File: config.mk
export PLATFORM = sky130hd
export DESIGN_NAME = logic_unit_pipe
export DESIGN_NICKNAME = d
export VERILOG_FILES = /design/src/rtl/logic_unit_pipe.sv
export SDC_FILE = /design/constraint.sdc
export NUM_CORES = 1
export LEC_CHECK = 0
export CAP_MARGIN = 30
export CORE_MARGIN = 2
export CORE_UTILIZATION = 52
export CTS_BUF_LIST = sky130_fd_sc_hd__clkbuf_4 sky130_fd_sc_hd__clkbuf_8 sky130_fd_sc_hd__clkbuf_16
export DETAILED_ROUTE_END_ITERATION = 8
export PLACE_DENSITY_LB_ADDON = 0.2
export SYNTH_ARGS = -nofsm -noshare
export SYNTH_HDL_FRONTEND = slang
export SYNTH_SLANG_ARGS = --single-unit
File: constraint.sdc
create_clock -name clk -period 2.4 [get_ports clk]
set_input_delay 0.24 -clock clk [delete_from_list [all_inputs] [get_ports clk]]
set_output_delay 0.24 -clock clk [all_outputs]
set_load 0.01 [all_outputs]
File: src/rtl/logic_unit_pipe.sv
// logic_unit_pipe: two-stage pipelined bitwise logic engine with valid/ready
// handshakes at both ends and a saturating count of delivered results.
//
// Optional feature macro: LOGIC_FLAGS_EN
//   When defined, res_parity and res_ones are added. They are registered in
//   stage 2 alongside out_res.
//
// Ports:
//   clk, rst_n            clock and asynchronous active-low reset
//   in_valid / in_ready   input handshake (in_ready is combinational)
//   in_a, in_b, in_op     operands and function select
//   out_valid / out_ready output handshake
//   out_res, out_zero     result and zero flag
//   out_op                opcode that produced out_res
//   txn_count             delivered results, saturating
//   res_parity, res_ones  result parity and popcount (LOGIC_FLAGS_EN only)
module logic_unit_pipe #(
  parameter int unsigned WIDTH = 8,
  parameter int unsigned CNT_W = 16
) (
  input  logic             clk,
  input  logic             rst_n,
  input  logic             in_valid,
  output logic             in_ready,
  input  logic [WIDTH-1:0] in_a,
  input  logic [WIDTH-1:0] in_b,
  input  logic [2:0]       in_op,
  output logic             out_valid,
  input  logic             out_ready,
  output logic [WIDTH-1:0] out_res,
  output logic             out_zero,
  output logic [2:0]       out_op,
  output logic [CNT_W-1:0] txn_count
`ifdef LOGIC_FLAGS_EN
  ,
  output logic                         res_parity,
  output logic [$clog2(WIDTH+1)-1:0]   res_ones
`endif
);

  localparam int unsigned ONES_W = $clog2(WIDTH + 1);

  localparam logic [2:0] OP_NOT_A = 3'd0;
  localparam logic [2:0] OP_OR    = 3'd1;
  localparam logic [2:0] OP_AND   = 3'd2;
  localparam logic [2:0] OP_XOR   = 3'd3;
  localparam logic [2:0] OP_NOR   = 3'd4;
  localparam logic [2:0] OP_NAND  = 3'd5;
  localparam logic [2:0] OP_XNOR  = 3'd6;
  localparam logic [2:0] OP_PASS  = 3'd7;

  // Stage 1 registers
  logic             r_s1_valid;
  logic [WIDTH-1:0] r_s1_a;
  logic [WIDTH-1:0] r_s1_b;
  logic [2:0]       r_s1_op;

  // Stage 2 (output) registers
  logic             r_out_valid;
  logic [WIDTH-1:0] r_out_res;
  logic             r_out_zero;
  logic [2:0]       r_out_op;
  logic [CNT_W-1:0] r_txn_count;

  logic             w_adv2;
  logic             w_in_fire;
  logic             w_out_fire;
  logic [WIDTH-1:0] w_res;
  logic [ONES_W-1:0] w_ones;

  // Stage 2 can take stage 1's contents when its own slot is empty or draining
  assign w_adv2     = r_s1_valid && (!r_out_valid || out_ready);
  assign in_ready   = !r_s1_valid || w_adv2;
  assign w_in_fire  = in_valid && in_ready;
  assign w_out_fire = r_out_valid && out_ready;

  // Function evaluation, stage 2 only
  always_comb begin
    w_res = '0;
    case (r_s1_op)
      OP_NOT_A: w_res = ~r_s1_a;
      OP_OR:    w_res = r_s1_a | r_s1_b;
      OP_AND:   w_res = r_s1_a & r_s1_b;
      OP_XOR:   w_res = r_s1_a ^ r_s1_b;
      OP_NOR:   w_res = ~(r_s1_a | r_s1_b);
      OP_NAND:  w_res = ~(r_s1_a & r_s1_b);
      OP_XNOR:  w_res = ~(r_s1_a ^ r_s1_b);
      OP_PASS:  w_res = r_s1_a;
      default:  w_res = '0;
    endcase
  end

  // Popcount of the stage-2 input result
  always_comb begin
    w_ones = '0;
    for (int unsigned i = 0; i < WIDTH; i++) begin
      w_ones = w_ones + ONES_W'(w_res[i]);
    end
  end

  // Stage 1: capture on input transfer, empty when it advances without refill
  always_ff @(posedge clk or negedge rst_n) begin
    if (!rst_n) begin
      r_s1_valid <= 1'b0;
      r_s1_a     <= '0;
      r_s1_b     <= '0;
      r_s1_op    <= '0;
    end else begin
      if (w_in_fire) begin
        r_s1_valid <= 1'b1;
        r_s1_a     <= in_a;
        r_s1_b     <= in_b;
        r_s1_op    <= in_op;
      end else if (w_adv2) begin
        r_s1_valid <= 1'b0;
      end
    end
  end

  // Stage 2: load on advance, drop valid on a bubble, hold under backpressure
  always_ff @(posedge clk or negedge rst_n) begin
    if (!rst_n) begin
      r_out_valid <= 1'b0;
      r_out_res   <= '0;
      r_out_zero  <= 1'b1;
      r_out_op    <= '0;
    end else begin
      if (w_adv2) begin
        r_out_valid <= 1'b1;
        r_out_res   <= w_res;
        r_out_zero  <= (w_res == '0);
        r_out_op    <= r_s1_op;
      end else if (out_ready) begin
        r_out_valid <= 1'b0;
      end
    end
  end

  // Delivered-result counter, sticks at all-ones
  always_ff @(posedge clk or negedge rst_n) begin
    if (!rst_n) begin
      r_txn_count <= '0;
    end else if (w_out_fire && (r_txn_count != '1)) begin
      r_txn_count <= r_txn_count + CNT_W'(1);
    end
  end

  assign out_valid = r_out_valid;
  assign out_res   = r_out_res;
  assign out_zero  = r_out_zero;
  assign out_op    = r_out_op;
  assign txn_count = r_txn_count;

`ifdef LOGIC_FLAGS_EN
  logic              r_res_parity;
  logic [ONES_W-1:0] r_res_ones;

  // Flags follow out_res exactly, including hold under backpressure
  always_ff @(posedge clk or negedge rst_n) begin
    if (!rst_n) begin
      r_res_parity <= 1'b0;
      r_res_ones   <= '0;
    end else if (w_adv2) begin
      r_res_parity <= ^w_res;
      r_res_ones   <= w_ones;
    end
  end

  assign res_parity = r_res_parity;
  assign res_ones   = r_res_ones;
`else
  logic w_unused_ones;
  assign w_unused_ones = ^w_ones;
`endif

endmodule

Word level (Yosys, flattened, before mapping)
Index checks and enable logic that the tools add are counted.

Flip-flop bits (word level): 49. Input bits: 23. Output and inout bits: 30. Word-level logic and storage cells: 42.

Add/sub/neg operators: 1. Equality and inequality tests: 8. Mux-type cells: 5. Bitwise logic cells: 7. Reduce and logical (&&, ||, !) cells: 12.

Operator list (count): one-hot mux 8 bit (8 select lines) (1); inverter 8 bit (4); adder 16 x 1 -> 16 bit (second input constant) (1); inequality test 16 bit (second input constant) (1); equality test 3 bit (second input constant) (4); AND 8 bit (1); logical NOT 8 bit (1); bitwise OR 8 bit (1); bitwise XOR 8 bit (1); equality test 3 x 2 -> 1 bit (second input constant) (2); logical AND 1 bit (4); 2-to-1 mux 1 bit (4); nonzero test 2 bit (2); equality test 3 x 1 -> 1 bit (second input constant) (1); logical NOT 3 bit (1); logical NOT 1 bit (2); logical OR 1 bit (2).

Depth between registers and ports, before layout
Gate-level depths: netlist of the first run.

Depth after elaboration: 6. Mapped depth: 8.

Worst setup path before layout of the first run
No wires, ideal clock.

Path type: reg2reg. Start: register r_s1_a[1]. End: register r_out_zero, in the netlist out_zero. Arrival: 1794 ps. Data required time: 2338 ps. Slack: 544 ps. Cell stages (with the launch flop): 9. Buffers on the path: 0. Clock period less this slack: 1856 ps. Cell sequence: dfrtp_1 -> inv_1 -> ha_1 -> mux2_4 -> a22o_1 -> o21ai_2 -> nand2_1 -> nor4_2 -> a41o_1.

Cells in the longest elaborated chain, start to end: 4. Elaborated cells between the ends (all ways): 9. Classes of those cells: mux (1); bitwise (7); reduce/logical (1).

Ends and longest elaborated chain: from (decl) (line 54) `logic [WIDTH-1:0] r_s1_a;`; from (signal assigned) (line 111) `r_s1_a <= in_a;`; bitwise XOR 8 bit, or another cell as far along (line 84, 87); inverter 8 bit, on equally long branches (line 87, 85, 86); one-hot mux 8 bit (8 select lines) (*) (line 80) `case (r_s1_op)`; logical NOT 8 bit (*) (line 131) `r_out_zero <= (w_res == '0);`; to (signal assigned) (line 131); to (decl) (line 61) `logic r_out_zero;`.

Mark *: on every way between the ends. The rest lies on a longest branch, timed or not. A chain may end at the register's enable or synchronous reset.

Worst setup path after layout of the first run
Start: register r_s1_op[2]. End: register r_out_zero, in the netlist out_zero.

Cells in the longest elaborated chain, start to end: 3. Elaborated cells between the ends (all ways): 10. Classes of those cells: eq/ne (7); mux (1); reduce/logical (2).

Ends and longest elaborated chain: from (decl) (line 56) `logic [2:0] r_s1_op;`; from (signal assigned) (line 113) `r_s1_op <= in_op;`; equality test 3 bit, or another cell as far along (line 80); one-hot mux 8 bit (8 select lines) (*) (line 80); logical NOT 8 bit (*) (line 131).

Marks and branches as above.

==> results by stage, run 1 <==
GRT:
- Global routing consumed, on the met1 layer, about a quarter of the routing resources.
- The initial antenna violation count is 0.
- The remaining global-route overflow is 0.
- The first global-routing pass estimated between 9000 and 10000 um of wire.
- The most used routing layer is met2.
- The global-route track usage on met3 is under 10%.
- The number of global-route vias before repair is about 2100.
- The overall fraction of global-route tracks in use is 19.0%.
- The met2 usage in global routing is between 30% and 40%.
- Entering global routing, the biggest net connects 28 pins.

Setup path:
- The critical path launch point type is a flop.
- Of all nets on the critical path, the largest fanout is 15.
- STA classifies the critical path endpoint as a flop.
- The arrival time of the worst setup path is approximately 2.3 ns.
- The critical path is of the reg -> reg type.
- The critical path data required time is between 2 and 3 ns.

Floorplanning:
- The height of the chip is between 70 and 80 um.
- The starting utilization of the core area is between 50% and 60%.
- In this run the count of I/O pins placed on the die edge is 53.
- The die is about 78 um wide.
- The die covers a little over 0.006 sq mm.
- The number of cell rows is 26.
- The floorplan step defined a core boundary enclosing between 0.005 and 0.006 sq mm.

Clock tree:
- Clock-pin slew was measured on the worst setup and hold paths at approximately 0.09 ns.
- The number of buffers between clock root and the deepest sink is 2.
- The number of clock buffers added by TritonCTS is 5.
- For the worst-skew pair, the clock arrives at the later sink with an insertion delay of ~0.3 ns.
- The cell chosen for the clock root is sky130_fd_sc_hd__clkbuf_8.
- The buffer count from post-CTS setup fixing is 0.
- TritonCTS built the clock tree.
- Counting every sink on the clock net gives slightly below 50.
- The maximum level of the CTS H-tree is 2.

Detailed routing:
- The first-pass iteration count of the detailed router is 4.
- The detailed-route vias per instance is roughly 5.4.
- The average routed wire per standard cell is ~13 um.
- The detailed router's first-iteration violation count is between 80 and 90.
- The residual antenna-violating net count after detailed routing is 0.
- The total number of vias is around 2200.
- In the routed design, unresolved DRC markers number 0.
- The final wirelength is between 5000 and 6000 um.

Yosys:
- For this run, asynchronously set or reset flops after synthesis account for 100%.
- The post-synthesis cell count is between 200 and 300.
- The average instance area after synthesis is around 10 sq um.
- The synthesized net count is around 320.
- Of all cell types, the one taking the most synthesized area is sky130_fd_sc_hd__dfrtp_1.
- The flip-flop and latch count after synthesis is roughly 50.
- The unique cell type count in the Yosys netlist is just under 50.
- Sorting the synthesized cells by area gives the leading types as sky130_fd_sc_hd__dfrtp_1 42%, sky130_fd_sc_hd__mux2_2 10%, sky130_fd_sc_hd__ha_1 7.5%.
- Summed over its instances, the top area cell type makes up ~42% of the synthesized netlist area.
- The synthesized design contains 0 enable-type register cells.
- The primary flip-flop cell chosen by synthesis mapping is sky130_fd_sc_hd__dfrtp_1.
- The synthesized cell area is 0.00283 sq mm.
- The register area share after synthesis is 43.4%.
- The number of warnings reported in the yosys synthesis log is 0.

Finish:
- Relative to the synthesized area, the layout overhead comes to 24.3%.
- Of the cells placed in the final design, the portion with a size suffix greater than 1 is roughly 15%.
- In the layout the commonest cells are 51 x sky130_fd_sc_hd__clkdlybuf4s50_1, 48 x sky130_fd_sc_hd__dfrtp_1, 28 x sky130_fd_sc_hd__nand2_1.
- The count of nets after finishing is 370.
- The most common cell after layout, fill and taps aside is sky130_fd_sc_hd__clkdlybuf4s50_1.
- The final-layout fill cell count is between 400 and 500.
- The final antenna diode count is 0.
- The finished cells cover ~0.0035 sq mm.

STA:
- The final worst-path setup slack is 0.358 ns.
- The count of endpoints failing setup in the final report is 0.
- The number of hold-slack violations in the final timing report is 0.
- In the final timing run, aggregate negative setup slack is 0 ns.
- Setup repair after global routing left no endpoint under its margin.
- The clock tree skew after final layout is between 0.005 and 0.006 ns.
- The final critical path takes up 85.1% of the cycle.
- The count of pins over their slew limit came to 0.
- Counting I/O delays and the setup requirement, the final critical path takes about 2.0 ns.
- The final-layout worst hold slack is between 0.2 and 0.3 ns.
- The transition at the pin with the smallest max-transition slack is 0.644 ns.
- Timing would allow up to ~0.5 GHz.
- The normalized max-slew margin is 57.1%.

Placement:
- The placement-stage worst setup slack is approximately 0.37 ns.
- After detailed placement, the total cell area comes to between 0.003 and 0.004 sq mm.
- At the end of routability-driven placement, the weighted congestion stood at 0.836.
- The HPWL after detailed placement is between 4000 and 5000 um.
- Input and output buffers added on the ports amount to 52.

Run:
- The number of max-capacitance violations reported is 0.

Pwr:
- In this run the power density over the cells is 747 mW/mm^2.
- Across the VDD grid, the largest voltage drop is ~0.43 mV.
- In this run the static leakage power is around 1.5 nW.

Status:
- The run finished with clean final reports.

Hold path:
- The min-delay analysis places its worst path in the category in -> async.
-- layout make-up --
type / instances / area (sq um) / share of cell area, %
clock buffers: 6 / 76.3 / 2.17
flip-flops and latches: 49 / 1230 / 34.9
clock inverters: 2 / 15.0 / 0.427
well taps: 70 / 87.6 / 2.49
inverters: 19 / 71.3 / 2.03
repair buffers: 61 / 586 / 16.7
multi-input cells: 194 / 1450 / 41.3
-- sequential cells by signal (all words and copies together), names as in the netlist --
signal and cells:
r_s1_valid 1, r_s1_op 3, out_zero 1, txn_count 16
r_s1_b 8, out_op 3, out_valid 1, r_s1_a 8
out_res 8
-- cell families (layout without fill, tap and decap cells) --
| group | Yosys count | after routing | share of synthesized area, % |
|---|---|---|---|
| adder cells (fa/ha/maj) | 17 | 17 | 7.53 |
| XOR/XNOR | 15 | 15 | 4.65 |
| buffers and inverters | 33 | 88 | 5.27 |
| AND/OR/NAND/NOR | 80 | 80 | 14.7 |
| multiplexers | 32 | 32 | 12.7 |
| flip-flops | 49 | 49 | 43.4 |
| AO/OA/AOI/OAI | 50 | 50 | 11.7 |
-- critical path, cell delays in order (launching register included) --
cell and delay [ns]:
sky130_fd_sc_hd__dfrtp_1 0.66, sky130_fd_sc_hd__inv_1 0.30, sky130_fd_sc_hd__o21a_1 0.25, sky130_fd_sc_hd__o41ai_1 0.53, sky130_fd_sc_hd__a41o_1 0.25
-- power breakdown --
| part | total [mW] | switching, mW | internal, mW | leakage [nW] |
|---|---|---|---|---|
| clock network | 0.489 | 0.272 | 0.217 | 0.0408 |
| logic | 0.971 | 0.428 | 0.544 | 0.902 |
| registers | 1.16 | 0.174 | 0.990 | 0.596 |
-- layer usage --
metal  part of all wire [%]  vias up  routed length [um]
met1                     47     1035                2510
met4                   0.98        0                  52
li1                       -     1075                   -
met5                      0        -                   0
met2                     47       46                2490
met3                    4.4        6                 235
-- what timing repair did --
item | in CTS | in global routing
hold buffers | 1 | 0
endpoints found under the hold margin | 5 | 0
gates resized for setup | 0 | 0
setup endpoints to repair | 0 | 0
-- metrics by stage --
stage	util, %	power (mW)	cells
finish	67.9	2.62	401
global route	67.9	2.82	401
CTS	67.9	2.65	401
detailed placement	66.0	2.16	392
global placement	66.0	2.12	392
floorplan	-	1.74	276
-- Yosys cell counts (2+ instances only) --
cell / count
sky130_fd_sc_hd__dfrtp_1: 48
sky130_fd_sc_hd__nand2_1: 28
sky130_fd_sc_hd__mux2_2: 26
sky130_fd_sc_hd__inv_1: 19
sky130_fd_sc_hd__ha_1: 17
sky130_fd_sc_hd__o21ai_0: 15
sky130_fd_sc_hd__xnor2_1: 13
sky130_fd_sc_hd__nor2_1: 11
sky130_fd_sc_hd__a21oi_1: 8
sky130_fd_sc_hd__buf_2: 8
sky130_fd_sc_hd__nand4_1: 6
sky130_fd_sc_hd__nand2b_1: 5
sky130_fd_sc_hd__nand3_1: 5
sky130_fd_sc_hd__nor2b_1: 5
sky130_fd_sc_hd__a211oi_1: 4
sky130_fd_sc_hd__and2_1: 4
sky130_fd_sc_hd__and3_1: 4
sky130_fd_sc_hd__mux2i_1: 4
sky130_fd_sc_hd__a31oi_1: 3
sky130_fd_sc_hd__clkbuf_1: 3
sky130_fd_sc_hd__nor3b_1: 3
sky130_fd_sc_hd__o22ai_1: 3
sky130_fd_sc_hd__a311oi_1: 2
sky130_fd_sc_hd__and4_1: 2
sky130_fd_sc_hd__buf_6: 2
sky130_fd_sc_hd__nand3b_1: 2
sky130_fd_sc_hd__nor3_1: 2
sky130_fd_sc_hd__o2bb2ai_1: 2
sky130_fd_sc_hd__xor2_1: 2
-- path summary, 6_finish.rpt --
check,slack (ns),depth (start not counted),start,to
setup / recovery,0.36,4,r_s1_op[2],out_zero
hold / removal,0.28,2,rst_n,out_op[0]
setup reg to reg,0.36,4,r_s1_op[2],out_zero
hold reg to reg,0.49,2,out_res[5],out_res[5]
max in group asynchronous,1.56,3,rst_n,txn_count[5]
min in group clk,0.49,2,out_res[5],out_res[5]
Note: power is estimated with default switching activity, not from simulation.
==> inputs of run 2 (changes only) <==
--- a/config.mk
+++ b/config.mk
@@ -12,4 +12,5 @@
 export DETAILED_ROUTE_END_ITERATION = 8
 export PLACE_DENSITY_LB_ADDON = 0.2
+export SKIP_CTS_REPAIR_TIMING = 1
 export SYNTH_ARGS = -nofsm -noshare
 export SYNTH_HDL_FRONTEND = slang
==> constraint.sdc (replaced) <==
create_clock -name clk -period 2.4 [get_ports clk]
set_input_delay 0.48 -clock clk [delete_from_list [all_inputs] [get_ports clk]]
set_output_delay 0.48 -clock clk [all_outputs]
set_load 0.01 [all_outputs]
==> run 2 against run 1 <==
Maximum frequency decreased by 4.9%. Cell area grew 0.53%. Flip-flop and latch count did not move. Via count grew 1.1%. Clock skew fell by 0.0027 ns. Utilization increased by 0.36 points. Sequential power barely moved. Clock power shrank 1%. Non-clock buffer count increased by 3. Global-route usage increased by 0.74 points. Worst hold slack got worse by 0.015 ns.
==> results by stage, run 2 (synthesis gave the netlist of run 1 again) <==
Setup path:
- The critical path launch point type is an input port.
- The worst-path maximum fanout is 3.
- Together, buffers and inverters on the worst path number 2.
- The critical path is of the in -> out type.
- The largest single stage delay on the critical path is about 0.55 ns.
- The cell family contributing the most delay on the critical path is buffers and inverters.
- The critical path data required time is about 1.9 ns.
- STA classifies the critical path endpoint as an output pin.
- Traced cell by cell, the critical path runs through clkdlybuf4s50_1 -> nand3b_1 -> clkdlybuf4s50_1.
- The cell with the largest stage delay on the worst path is sky130_fd_sc_hd__clkdlybuf4s50_1.
- The arrival time of the worst setup path is 1.67 ns.
- The cell occurring most often along the worst timing path is sky130_fd_sc_hd__clkdlybuf4s50_1.

Run:
- The tool flagged a number of max-cap violations equal to 0.

STA:
- The count of endpoints failing setup in the final report is 0.
- The transition at the pin with the smallest max-transition slack is around 0.83 ns.
- The clock tree skew after final layout is between 0.003 and 0.004 ns.
- Setup repair after global routing left no endpoint under its margin.
- The number of hold-slack violations in the final timing report came to 0.
- In this run the tightest slew margin relative to its limit is between 40% and 50%.
- The portion of the clock cycle consumed by the worst path in the final layout is approximately nine tenths.
- Subtracting the final worst setup slack from the clock period gives 2.15 ns.
- After routing, the total negative slack on setup checks comes to 0 ns.
- The maximum frequency from static timing analysis is between 0.4 and 0.5 GHz.
- The count of pins over their slew limit came to 0.

Floorplanning:
- Pin placement for this block handled 53 I/O pins.
- The height of the chip is between 70 and 80 um.
- The initialized floorplan defines 26 standard-cell rows.
- The core area is a little over 0.005 sq mm.
- For this configuration, the core starts out at a cell density of 54.6%.
- The floorplan step set the die width to between 70 and 80 um.
- The die covers 0.00604 sq mm.

Finish:
- The most common cell after layout, fill and taps aside is sky130_fd_sc_hd__clkdlybuf4s50_1.
- The count of nets after finishing is 373.
- After the flow finishes, the layout carries non-filler instances totaling ~400.
- The top cell types in the final layout, fill and taps aside, are 51 x sky130_fd_sc_hd__clkdlybuf4s50_1, 48 x sky130_fd_sc_hd__dfrtp_1, 28 x sky130_fd_sc_hd__nand2_1.
- Relative to the synthesized area, the layout overhead comes to 25.0%.
- Cells with a size suffix above 1 make up ~16% of the layout.
- The final antenna diode count is 0.
- The number of flip-flops under the largest register name is 16.

Detailed routing:
- The detailed router's first-iteration violation count is around 120.
- In the routed design, unresolved DRC markers number 0.
- Dividing the detail-routed wire length by the instance count gives about 14 um.
- Dividing the detail-routed via count by the number of cells gives 5.41.
- Detailed routing inserted a total of roughly 2200 vias.
- For this run, the detailed router's first-pass iteration total came to 4.
- The final wirelength is between 5000 and 6000 um.
- The residual antenna-violating net count after detailed routing is 0.

GRT:
- The number of global-route vias before repair is approximately 2100.
- The maximum number of pins on one net before global-route repair is 38.
- The met1 layer usage reported by global route is between 20% and 30%.
- For this run the aggregate overflow at the end of global routing stands at 0.
- The most used routing layer is met2.
- The global-route track usage on met3 is between 3 and 4%.
- The overall fraction of global-route tracks in use is 19.7%.
- The met2 usage in global routing is around 33%.
- The first global-routing pass estimated 9580 um of wire.
- The initial antenna violation count is 0.

Clock tree:
- Counting the buffers created by CTS gives 5.
- The clock latency at the later pin of the worst-skew pair is around 0.30 ns.
- In this run the number of H-tree levels came out at 2.
- The clock transition at the registers of the reported paths is 0.09 ns.
- The tree built by TritonCTS fans out to 49 sinks.
- Counting along the longest clock path gives a buffer depth of 2.
- The CTS tree is built.
- The cell chosen for the clock root is sky130_fd_sc_hd__clkbuf_8.

Placement:
- The last weighted congestion value of the routability-driven placer is 0.836.
- The number of placed instances with taps included is slightly below 400.
- The number of I/O port buffers is 52.
- The half-perimeter wire length after placement is 4140 um.

Pwr:
- The power density over cell area is approximately 750 mW/mm^2.
- In this run the static leakage power is approximately 1.6 nW.
- The worst ir drop on vdd is around 0.53 mV.

Hold path:
- The tightest min-delay check is of the in -> async type.

Status:
- The run finished with clean final reports.
## run 2: routing by layer
layer / vias to the layer above / routed length, um
met4: 0 / 60
met3: 6 / 186
li1: 1076 / -
met1: 1066 / 2560
met2: 38 / 2670
met5: - / 0
## run 2: final timing paths
kind                            start  slack (ns)           end  cells after the start
setup / recovery            out_ready        0.25      in_ready                      3
hold / removal                  rst_n        0.27    out_res[3]                      1
setup reg to reg           r_s1_op[2]        0.39      out_zero                      7
hold reg to reg            out_res[0]        0.49    out_res[0]                      2
max in group asynchronous       rst_n        1.49  txn_count[7]                      2
min in group clk           out_res[0]        0.49    out_res[0]                      2
## run 2: cell type report
type / instances / area (sq um)
clock buffer: 5 / 68.8
clock inverter: 3 / 21.3
timing repair buffer: 64 / 606
fill: 417 / 1640
inverter: 19 / 71.3
sequential: 49 / 1230
multi-input combinational: 194 / 1450
tap: 70 / 87.6
## run 2: metrics by stage
| step | setup WS [ns] | area, sq um | hold WS, ns | power (mW) | utilization, % |
|---|---|---|---|---|---|
| 2_1_floorplan | 0.544 | 2830 | 0.184 | 1.74 | - |
| 3_3_place_gp | 0.270 | 3440 | 0.464 | 2.14 | 66.5 |
| 3_5_place_dp | 0.254 | 3440 | 0.471 | 2.18 | 66.5 |
| 4_1_cts | 0.250 | 3530 | 0.293 | 2.67 | 68.3 |
| 5_1_grt | 0.182 | 3530 | 0.325 | 2.83 | 68.3 |
| 6_report | 0.252 | 3530 | 0.270 | 2.64 | 68.3 |
## run 2: power by group
group	switching [mW]	internal [mW]	leakage (nW)
registers	0.165	0.990	0.596
logic	0.447	0.554	0.917
clock network	0.277	0.207	0.0445
total	0.889	1.75	1.56
## run 2: worst reg2reg max path, stage by stage, from the launching register on
cell and delay, ns:
sky130_fd_sc_hd__dfrtp_1 0.56, sky130_fd_sc_hd__buf_4 0.26, sky130_fd_sc_hd__nand2_1 0.12, sky130_fd_sc_hd__o31ai_1 0.08, sky130_fd_sc_hd__a311oi_1 0.36, sky130_fd_sc_hd__nand2_1 0.11, sky130_fd_sc_hd__nor4_2 0.28, sky130_fd_sc_hd__a41o_1 0.19
==> inputs of run 3 (changes only) <==
==> constraint.sdc (replaced) <==
create_clock -name clk -period 2.4 [get_ports clk]
set_input_delay 0.24 -clock clk [delete_from_list [all_inputs] [get_ports clk]]
set_output_delay 0.24 -clock clk [all_outputs]
set_load 0.01 [all_outputs]
==> results of run 3 <==
Final layout, timing and power as in run 1 (identical DEF).
==> patch 1, RTL diff (flow settings as in run 2) <==
Register the output `txn_count` once more, without a reset; this adds one clock of latency there. The other outputs are not delayed to match.
--- a/src/rtl/logic_unit_pipe.sv
+++ b/src/rtl/logic_unit_pipe.sv
@@ -149,7 +149,9 @@
   assign out_res   = r_out_res;
   assign out_zero  = r_out_zero;
   assign out_op    = r_out_op;
-  assign txn_count = r_txn_count;
+  always_ff @(posedge clk) begin
+    txn_count <= r_txn_count;
+  end
 
 `ifdef LOGIC_FLAGS_EN
   logic              r_res_parity;
Behaviour: not the same (Yosys sat finds a counterexample within 4 cycles, from zero or initial values and one cycle with rst_n low).
==> patch 1 against run 2 <==
Synthesized area up 12%. Wire length increased by 10%. Design area grew 12%. Critical path type is now flop to flop. Total power is 31% higher. Clock skew up 5.7 ps. Worst hold slack lost 72 ps. Worst setup slack got worse by 140 ps. Via count grew 3.6%. Register-to-register slack got worse by 270 ps. First-iteration DRC count down 33%. Largest cell class is now registers. Global-route usage shrank 0.31 points. Non-clock buffer count is 5 lower. Sequential cell count increased by 16.
==> patch 1: results (changes against run 2) <==
status = finished clean
vias per cell = 5.280 (-2.4%)
Post-Place Cells = 413 (+4.3%)
input/output buffers = 52 (unchanged)
Overall Global Routing Usage = 0.1943 (-0.003064)
largest cells by area after synthesis = dfrtp_1 38%, mux2_2 10%, dfxtp_1 10%, ha_1 6.7%, nand2_1 3.2%
gp weighted congestion = 0.7892 (-5.6%)
pre-CTS setup slack = 117.3 ps (-136.7 ps)
vias in the first global route = 2166 (+4.8%)
largest net degree at the start of global routing = 34 (-11%)
WL met3 = 251 microns (+35%)
reg-to-reg startpoint = r_s1_a[1]
worst ir drop on vdd = 0.6523 mV (+23%)
CTS max path bufs = 2 (unchanged)
Pre-antenna DRT Iters = 5 (+1)
via count = 2265 (+3.6%)
Hold WC Path Type = input port to async pin
slowest library cell on the worst path = or4_4
CTS buffer count = 9 (+4)
synth cell count leaders = 48 x dfrtp_1, 29 x mux2_2, 27 x nand2_1
Fill cells = 481 (+15%)
slowest cell delay on critical path = 540 ps
clock slew at reported path FFs = 70 ps (-20 ps)
Post-Route WL = 6.043 mm (+10%)
Clock Skew = 8.865 ps (+5.714 ps)
Diodes inserted = 0 (unchanged)
register area share after synthesis = 0.4911 (+0.05680)
Top Metal Used = met4
first-pass GRT wire length = 9.880 mm (+3.1%)
Mapped Avg Cell Area = 10.87 sq um (+6.1%)
layout cells sized above 1 = 0.1695 (+0.01380)
initial antenna violation count = 0 (unchanged)
Leak Pwr = 0.001740 uW (+12%)
Largest regs = r_txn_count x16, txn_count x16
DR WL met2 = 3.045 mm (+14%)
syn nets = 330 (+4.4%)
Unique masters post-synth = 50 (+2.0%)
fin nets = 389 (+4.3%)
H-tree Lvls = 3 (+1)
wire length on met1 = 2.706 mm (+5.9%)
met1 usage = 0.2338 (-0.03200)
drt initial violations = 81 (-33%)
clock latency on the worst-skew pair = 340 ps (+40 ps)
Crit Path Max Fanout = 5 (+2)
YS warnings = 0 (unchanged)
WP data arrival = 2540 ps (+870 ps)
post-route setup slack = 117.3 ps (-135.1 ps)
HPWL after DPL = 4.343 mm (+4.9%)
fraction of registers with async set/reset = 0.7538 (-0.2462)
clock root cell = clkbuf_8
Critical Path Start Type = flop
GR met2 Demand/Resource = 0.3350 (+0.007373)
worst slew pin tran = 743.4 ps (-82.31 ps)
GRT met3 Usage = 0.05055 (+0.01450)
==> patch 1: changes by cell type in the layout (fill, tap and decap cells not counted), moves of 4 or more <==
cell and delta:
dfxtp_1 +16, o211ai_1 +7, nand3_1 +4, buf_4 -6, and2_1 -4, xor2_1 +4
xnor2_1 -5, clkbuf_8 +5
==> patch 1: cell type report <==
cell class              count  share of cell area
well taps                  75             0.02366
clock inverters             5             0.01388
inverters                  20             0.01893
multi-input cells         194              0.3703
clock buffers              11             0.03659
repair buffers             59              0.1464
flip-flops and latches     65              0.3902
==> patch 1: worst paths after layout <==
path                                 to  cells after the start
max                            out_zero                      8
min                          out_res[2]                      1
max reg2reg                    out_zero                      8
min reg2reg                txn_count[5]                      0
max in group asynchronous    r_s1_op[0]                      2
min in group clk           txn_count[5]                      0
==> patch 1: cells by family (layout without fill, tap and decap cells) <==
family,count (synthesis),in the layout,synth area share
compound gates,54,54,0.1207
xor+xnor,14,14,0.03891
fa+ha+maj,17,17,0.06749
buf+inv,31,95,0.04287
flops,65,65,0.4911
mux,37,37,0.1294
simple gates,72,72,0.1096
==> patch 1: through the flow <==
stage               total power [uW]  area [sq um]  hold slack (ps)
CTS                             3501          3966            215.3
floorplan                       2095          3152            184.4
finish                          3457          3966            198.6
detailed placement              2559          3766            407.3
global route                    3673          3966            268.2
global placement                2519          3766            398.5
==> patch 1: critical path: cells and delay by family (launching register included) <==
kind / cells / cell delay, ps
buffers and inverters: 1 / 60
adders and majority gates: 1 / 280
muxes: 1 / 320
DFF: 1 / 400
and+or+nand+nor: 1 / 540
AOI/OAI and AO/OA: 4 / 600
==> patch 1: power by group <==
group / switching (uW) / internal, uW
Clock: 415 / 516
Combinational: 456 / 581
Sequential: 172 / 1320
==> patch 2, RTL diff (flow settings as in run 2) <==
Without the edit above. Set the parameter `WIDTH` to 16 (it was 8).
--- a/src/rtl/logic_unit_pipe.sv
+++ b/src/rtl/logic_unit_pipe.sv
@@ -15,7 +15,7 @@
 //   txn_count             delivered results, saturating
 //   res_parity, res_ones  result parity and popcount (LOGIC_FLAGS_EN only)
 module logic_unit_pipe #(
-  parameter int unsigned WIDTH = 8,
+  parameter int unsigned WIDTH = 16,
   parameter int unsigned CNT_W = 16
 ) (
   input  logic             clk,
Interface: changed (resized in_a, in_b and out_res); port bits go from 53 to 77. No check against the original RTL was run, so the function may have changed too.
==> patch 2 against run 2 <==
Sequential cell count grew 24. Sequential power is 49% higher. Wire length rose by 82%. Synthesized area grew 63%. Design area up 61%. Total power up 71%. Fmax is 3.9% lower. Worst setup slack got worse by 86 ps.
==> patch 2: results (changes against run 2) <==
status = finished clean
Mapped Avg Cell Area = 10.31 sq um (+0.66%)
hold_ws = 76.88 ps (-193.3 ps)
Hold WC Path Type = input port to async pin
pre-CTS setup slack = 217.3 ps (-36.80 ps)
largest cells by area after synthesis = dfrtp_1 39%, mux2_2 9.8%, ha_1 8.9%, nand2_1 3.4%, inv_1 2.8%
Post-Place Cells = 623 (+57%)
Diodes inserted = 0 (unchanged)
largest net degree at the start of global routing = 54 (+42%)
post-DR wirelength/cell = 15.58 microns (+15%)
syn nets = 520 (+65%)
fin nets = 598 (+60%)
worst ir drop on vdd = 0.4849 mV (-8.7%)
Unique masters post-synth = 61 (+24%)
Clock Skew = 11.69 ps (+8.542 ps)
first-pass GRT wire length = 17.24 mm (+80%)
drt initial violations = 204 (+69%)
Crit Path Max Fanout = 25 (+22)
register area share after synthesis = 0.3958 (-0.03844)
clock latency on the worst-skew pair = 350 ps (+50 ps)
via count = 3572 (+63%)
HPWL after DPL = 7.320 mm (+77%)
relative slew slack = 0.6809 (+0.2313)
Reg2Reg Depth = 8 (+1)
clock slew at reported path FFs = 80 ps
input/output buffers = 76 (+46%)
Pre-antenna DRT Iters = 5 (+1)
Critical Path Start Type = flop
Overall Global Routing Usage = 0.2183 (+0.02088)
layout cells sized above 1 = 0.1770 (+0.02134)
CTS buffer count = 9 (+4)
reg-to-reg startpoint = r_s1_op[0]
Leak Pwr = 0.002548 uW (+64%)
-- patch 2: cell types whose count changed after synthesis, sizes merged, moves of 12 or more --
cell / before / now
mux2: 28 / 42
inv: 19 / 36
nand2: 28 / 42
dfrtp: 48 / 72
clkbuf: 3 / 15
ha: 17 / 33
-- patch 2: per-layer routing --
layer,part of all wire,vias to the layer above,global-route usage
met5,0,-,0
met4,0.014,0,0.08641
met3,0.061,14,0.04152
met2,0.45,105,0.3246
met1,0.48,1714,0.3166
li1,-,1739,-
-- patch 2: metrics by stage --
step	area, sq um	util
2_1_floorplan	4618	-
3_3_place_gp	5448	0.6277
3_5_place_dp	5448	0.6277
4_1_cts	5674	0.6538
5_1_grt	5674	0.6538
6_report	5674	0.6538
-- patch 2: cell type report --
| cell class | instances | area [sq um] |
|---|---|---|
| tap | 108 | 135.1 |
| inverter | 36 | 135.1 |
| clock buffer | 10 | 137.6 |
| timing repair buffer | 93 | 908.4 |
| multi-input combinational | 313 | 2440 |
| fill | 741 | 3004 |
| sequential | 73 | 1829 |
| clock inverter | 6 | 88.84 |
-- patch 2: logic make-up (layout without fill, tap and decap cells) --
logic type,after synthesis,count (layout),share of synthesized area
buf+inv,62,145,0.07586
mux,52,52,0.1330
simple gates,119,119,0.1330
fa+ha+maj,33,33,0.08941
xor+xnor,15,15,0.02845
flops,73,73,0.3958
compound gates,94,94,0.1444
-- patch 2: worst max path at each step --
stage,slack (ps),startpoint,depth (start not counted),end
after detailed placement,220,r_s1_op[0],8,out_zero
after floorplan,440,r_s1_a[5],8,out_zero
final,170,r_s1_op[0],8,out_zero
after CTS,180,r_s1_op[0],8,out_zero
after global routing,9,r_s1_op[0],8,out_zero
after global placement,270,out_ready,3,in_ready
-- patch 2: worst max-delay path, cell delays in order, from the launching register on --
cell	delay, ps
dfrtp_2	630
buf_4	250
buf_4	190
nor2b_1	160
o32ai_1	100
a21oi_1	160
o21ai_0	170
nor4_1	290
a32o_1	200
-- patch 2: power by group --
group,internal (uW),switching (uW)
sequential,1480,243
clock,615,486
combinational,920,777
total,3020,1500
